**config.mk**
```make
export PLATFORM = sky130hd
export DESIGN_NAME = alu_dispatch
export DESIGN_NICKNAME = d
export VERILOG_FILES = /design/src/rtl/alu_dispatch.sv
export SDC_FILE = /design/constraint.sdc
export NUM_CORES = 1
export LEC_CHECK = 0
export ABC_CLOCK_PERIOD_IN_PS = 3400
export BUFFER_PORTS_ARGS = -buffer_cell sky130_fd_sc_hd__buf_2
export CORE_AREA = 5 5 118 120
export DETAILED_ROUTE_END_ITERATION = 10
export DIE_AREA = 0 0 123 125
export PLACE_DENSITY = 0.82
export SETUP_SLACK_MARGIN = 0.05
export SYNTH_ARGS = -nofsm -noshare
export SYNTH_HDL_FRONTEND = slang
export SYNTH_SLANG_ARGS = --single-unit
```
**constraint.sdc**
```tcl
create_clock -name clk -period 3.4 [get_ports clk]
set_input_delay 0.51 -clock clk [delete_from_list [all_inputs] [get_ports clk]]
set_output_delay 0.51 -clock clk [all_outputs]
set_load 0.02 [all_outputs]
```
**src/rtl/alu_dispatch.sv**
```systemverilog
// alu_dispatch: ALU issue stage with busy-bit scoreboard and registered operand output.
// Define ALU_DISPATCH_BYPASS_EN to forward writeback data into the issuing instruction.
module alu_dispatch #(
  parameter int NUM_REGS = 32,
  parameter int ZERO_REG = 1
) (
  input  logic        clk,
  input  logic        rstn,
  input  logic        in_valid,
  output logic        in_ready,
  input  logic [31:0] in_instr,
  output logic [4:0]  rs_addr,
  output logic [4:0]  rt_addr,
  input  logic [31:0] rs_data,
  input  logic [31:0] rt_data,
  output logic        out_valid,
  input  logic        out_ready,
  output logic [2:0]  ope,
  output logic [31:0] ds,
  output logic [31:0] dt,
  output logic [4:0]  out_rd,
  input  logic        wb_valid,
  input  logic [4:0]  wb_rd,
  input  logic [31:0] wb_data,
  output logic        illegal
);
`ifdef ALU_DISPATCH_BYPASS_EN
  localparam bit BYPASS = 1'b1;
`else
  localparam bit BYPASS = 1'b0;
`endif
  logic [5:0] op;
  logic [4:0] rd, rs, rt;
  logic [15:0] imm;
  logic reg_form, imm_form, legal, hazard, accept, dispatch;
  logic zero_rs, zero_rt, fwd_rs, fwd_rt;
  logic [31:0] src_s, src_t, imm_t;
  logic [NUM_REGS-1:0] busy_q, busy_d, busy_eff, wb_mask;
  logic out_valid_q, out_valid_d, illegal_q, illegal_d;
  logic [2:0] ope_q, ope_d;
  logic [31:0] ds_q, ds_d, dt_q, dt_d;
  logic [4:0] rd_q, rd_d;
  assign {op, rd, rs, rt} = in_instr[31:11];
  assign imm = in_instr[15:0];
  assign rs_addr = rs;
  assign rt_addr = rt;
  assign reg_form = op >= 6'h01 && op <= 6'h05;
  assign imm_form = op >= 6'h09 && op <= 6'h0D;
  assign legal = reg_form || imm_form || op == 6'h06;
  // A register retiring this cycle is not a hazard when its value can be forwarded.
  always_comb begin
    wb_mask = '0;
    wb_mask[wb_rd] = BYPASS && wb_valid;
  end
  assign busy_eff = busy_q & ~wb_mask;
  assign hazard = legal && (busy_eff[rs] || (reg_form && busy_eff[rt]) || busy_eff[rd]);
  assign in_ready = rstn && !hazard && (!out_valid_q || out_ready);
  assign accept = in_valid && in_ready;
  assign dispatch = accept && legal;
  assign zero_rs = ZERO_REG != 0 && rs == 5'd0;
  assign zero_rt = ZERO_REG != 0 && rt == 5'd0;
  assign fwd_rs = BYPASS && wb_valid && wb_rd == rs && rs != 5'd0;
  assign fwd_rt = BYPASS && wb_valid && wb_rd == rt && rt != 5'd0;
  assign src_s = zero_rs ? 32'd0 : fwd_rs ? wb_data : rs_data;
  assign src_t = zero_rt ? 32'd0 : fwd_rt ? wb_data : rt_data;
  // Opcode low bits already equal the ALU op for every legal encoding.
  assign imm_t = op == 6'h06 ? {16'd0, imm} :
                 (op == 6'h09 || op == 6'h0A) ? {{16{imm[15]}}, imm} : {27'd0, imm[4:0]};
  always_comb begin
    out_valid_d = dispatch ? 1'b1 : out_ready ? 1'b0 : out_valid_q;
    ope_d = dispatch ? op[2:0] : ope_q;
    ds_d = dispatch ? src_s : ds_q;
    dt_d = dispatch ? (reg_form ? src_t : imm_t) : dt_q;
    rd_d = dispatch ? rd : rd_q;
    illegal_d = accept && !legal;
    busy_d = busy_q;
    if (wb_valid) busy_d[wb_rd] = 1'b0;
    if (dispatch && !(ZERO_REG != 0 && rd == 5'd0)) busy_d[rd] = 1'b1;
  end
  always_ff @(posedge clk or negedge rstn) begin
    if (!rstn) begin
      out_valid_q <= 1'b0;
      ope_q <= 3'd0;
      ds_q <= 32'd0;
      dt_q <= 32'd0;
      rd_q <= 5'd0;
      illegal_q <= 1'b0;
      busy_q <= '0;
    end else begin
      out_valid_q <= out_valid_d;
      ope_q <= ope_d;
      ds_q <= ds_d;
      dt_q <= dt_d;
      rd_q <= rd_d;
      illegal_q <= illegal_d;
      busy_q <= busy_d;
    end
  end
  assign out_valid = out_valid_q;
  assign ope = ope_q;
  assign ds = ds_q;
  assign dt = dt_q;
  assign out_rd = rd_q;
  assign illegal = illegal_q;
endmodule
```
==> impl_metrics.json <==
{
  "status": "finished, final reports clean",
  "hold_viol": 0,
  "synth_top_family_by_area": "compound AO/OA/AOI/OAI gates",
  "synth-compound-area-share": 0.181,
  "place_congestion": 0.944,
  "viasPerCell": 5.72,
  "groute.usage.overall": 0.213,
  "rsz0062_at_grt": "false",
  "fp.coreArea_um2": 12900,
  "finalSetupViolCount": 0,
  "fin_crit_ns": 3.26,
  "wl_per_cell_um": 18.6,
  "ys_seq_area_frac": 0.467,
  "drc": 0,
  "max-vdd-ir-drop_uv": 258,
  "cts-resized-gates": 0,
  "grt_pass1_vias": 4992,
  "crit_fanout": 17,
  "reg2regPathDepth": 8,
  "fp.dieH_um": 125,
  "final_util": 0.545,
  "cts_buffer_depth": 2,
  "dieArea_um2": 15400,
  "cts_setup_buffers": 0,
  "grt_pass1_wl_um": 25800,
  "cts.hold.buffers_added": 1,
  "vias": 5053,
  "synth-edff-count": 0,
  "crit_required_ns": 2.89,
  "path_buf_inv": 4,
  "synth_xor_area_frac": 0.00154,
  "ys_seq_elements": 106,
  "min_period_over_period": 0.958,
  "maxSlewViolCount": 0,
  "numCtsBuffers": 9,
  "ios": 223,
  "final_cells": 883,
  "dp_hpwl_um": 11700,
  "cpPeakStageDelay_ns": 0.36,
  "cellPowerDensity_nw_per_um2": 511,
  "worstSkewPairLatency_ns": 0.35,
  "rows": 42,
  "cts.reportedPaths.clkPinSlew_ns": 0.08,
  "netlist_area_um2": 5680,
  "start_util": 0.441,
  "drv_cap": 0,
  "port_buffers": 190,
  "drt-total-wl_um": 16500,
  "overflow": 0,
  "grt_max_degree": 64,
  "ys_types": 50,
  "clock-root-buffer": "clkbuf_16",
  "final_layout_size_suffix_gt1_frac": 0.382,
  "leakage_nw": 3.40,
  "end_kind": "primary output",
  "yosysWarnings": 0,
  "yosys.area_share.simple": 0.113,
  "max_freq_mhz": 307,
  "drt-initial-drc-count": 463,
  "first_pass_iters": 5,
  "crit_chain": "buf_2, buf_4, mux2_2, a211o_1, a221oi_1, buf_4, nand3_1, a21oi_1, buf_2",
  "cp_top_family": "buffers and inverters",
  "slew_headroom": 0.193,
  "async_reset_ff_frac": 1.00,
  "die_x_um": 123,
  "tns_ns": 0,
  "nets": 841,
  "hold_depth": 3,
  "worstPathArrival_ns": 2.75,
  "crit_type": "in2out",
  "antennaDiodeCount": 0,
  "finClkSkew_ns": 0.0100,
  "dp_cells": 867,
  "syn_inst": 539,
  "start_kind": "primary input",
  "antenna_found_initial": 0,
  "tightest_slew_ns": 1.20,
  "antenna_left": 0,
  "h-tree-depth": 3,
  "syn-num-nets": 677,
  "cp_slowest_cell": "a221oi_1",
  "cp_num_cells": 9,
  "synthMuxAreaShare": 0.174,
  "area_delta_synth_final_pct": 23.7,
  "clock-sinks": 106,
  "ys.flop_type": "dfrtp_1",
  "synthAdderAreaFrac": 0,
  "hold_class": "in2reg",
  "syn_avg_cell_area_um2": 10.5,
  "num-fill-cells": 1129,
  "cts_tree": "done"
}
-- path summary, 6_finish.rpt --
check	slack, ns	start	end
max	0.14	in_instr[22]	in_ready
min	0.40	rs_data[26]	ds[26]
max reg2reg	0.85	busy_eff[17]	dt[0]
min reg2reg	0.49	ds[28]	ds[28]
max in group asynchronous	1.34	rstn	busy_eff[17]
min in group asynchronous	0.53	rstn	illegal
-- routing by layer --
metal / track usage / vias up / part of all wire
met4: 0.109 / 0 / 0.034
met5: 0 / - / 0
met1: 0.279 / 2420 / 0.41
met2: 0.337 / 270 / 0.47
met3: 0.0402 / 42 / 0.087
li1: - / 2321 / -
-- final cells by class --
cell class / count / area (um^2) / share of cell area
repair buffers: 207 / 1110 / 0.158
clock inverters: 6 / 50.0 / 0.00713
well taps: 176 / 220 / 0.0314
flip-flops and latches: 106 / 2650 / 0.378
clock buffers: 9 / 225 / 0.0321
multi-input cells: 357 / 2680 / 0.382
inverters: 22 / 82.6 / 0.0118
-- power breakdown --
group          leakage (nW)  switching [mW]  internal, mW
registers              1.39           0.116          1.48
clock network         0.129           0.485         0.504
logic                  1.87           0.614         0.387
-- through the flow --
step / hold WS, ns / setup slack (ns) / power [mW] / cell area, um^2
global route: 0.403 / 0.0608 / 3.77 / 7020
detailed placement: 0.314 / 0.166 / 2.62 / 6730
floorplan: 0.214 / 0.468 / 2.20 / 5680
finish: 0.405 / 0.144 / 3.58 / 7020
global placement: 0.315 / 0.145 / 2.60 / 6730
CTS: 0.389 / 0.163 / 3.62 / 7020
-- logic make-up after synthesis --
family	count (synthesis)
AO/OA/AOI/OAI	155
XOR/XNOR	1
buffers and inverters	76
flip-flops	106
multiplexers	78
AND/OR/NAND/NOR	123
-- flip-flops by register name, indices dropped and copies added, names as in the netlist --
signal and count:
out_rd 5, illegal 1, out_valid 1, busy_eff 32
ds 32, dt 32, ope 3
-- tightest hold or removal path, stage by stage --
cell       delay (ns)
buf_2            0.09
nand3_1          0.05
o2bb2ai_1        0.06
-- cells in the final DEF (no fill, tap or decap), drive strengths merged, types with 3 or more instances in the layout --
master	Yosys	routed
clkbuf	25	9
or3b	4	4
buf	29	206
inv	22	26
o22ai	4	4
mux4	13	13
nand3b	7	7
nand2b	4	4
a31oi	3	3
nand2	39	39
o2bb2ai	32	32
o21ai	64	64
nand3	37	37
mux2	34	34
nor2	8	8
a22oi	3	3
nor3	5	5
a22o	16	16
and3	3	3
mux2i	31	31
nor3b	5	5
a21oi	19	19
dfrtp	106	106
-- cell usage after synthesis, types with 2 or more instances --
cell type | n | area, um^2
o21ai_0 | 52 | 260
nor3_1 | 5 | 25.0
mux2_1 | 7 | 78.8
nand2_1 | 39 | 146
mux4_2 | 13 | 293
and3_1 | 3 | 18.8
a22oi_1 | 3 | 22.5
o21ai_1 | 11 | 55.1
o22ai_1 | 4 | 25.0
dfrtp_1 | 106 | 2650
nand3b_1 | 7 | 52.6
o2bb2ai_1 | 32 | 280
clkbuf_1 | 25 | 93.8
buf_1 | 4 | 15.0
inv_1 | 22 | 82.6
a21oi_1 | 19 | 95.1
a221oi_1 | 2 | 17.5
nor2_1 | 8 | 30.0
mux2_2 | 27 | 304
o311a_1 | 2 | 20.0
buf_4 | 11 | 82.6
or3_1 | 2 | 12.5
mux2i_1 | 31 | 310
nand2b_1 | 4 | 25.0
o2111ai_1 | 2 | 17.5
buf_2 | 12 | 60.1
a22o_1 | 16 | 140
nor3b_1 | 5 | 37.5
buf_6 | 2 | 22.5
a31oi_1 | 3 | 18.8
nor2b_1 | 2 | 12.5
nand3_1 | 37 | 185
or3b_2 | 4 | 35.0
(Power assumes the default switching activity.)
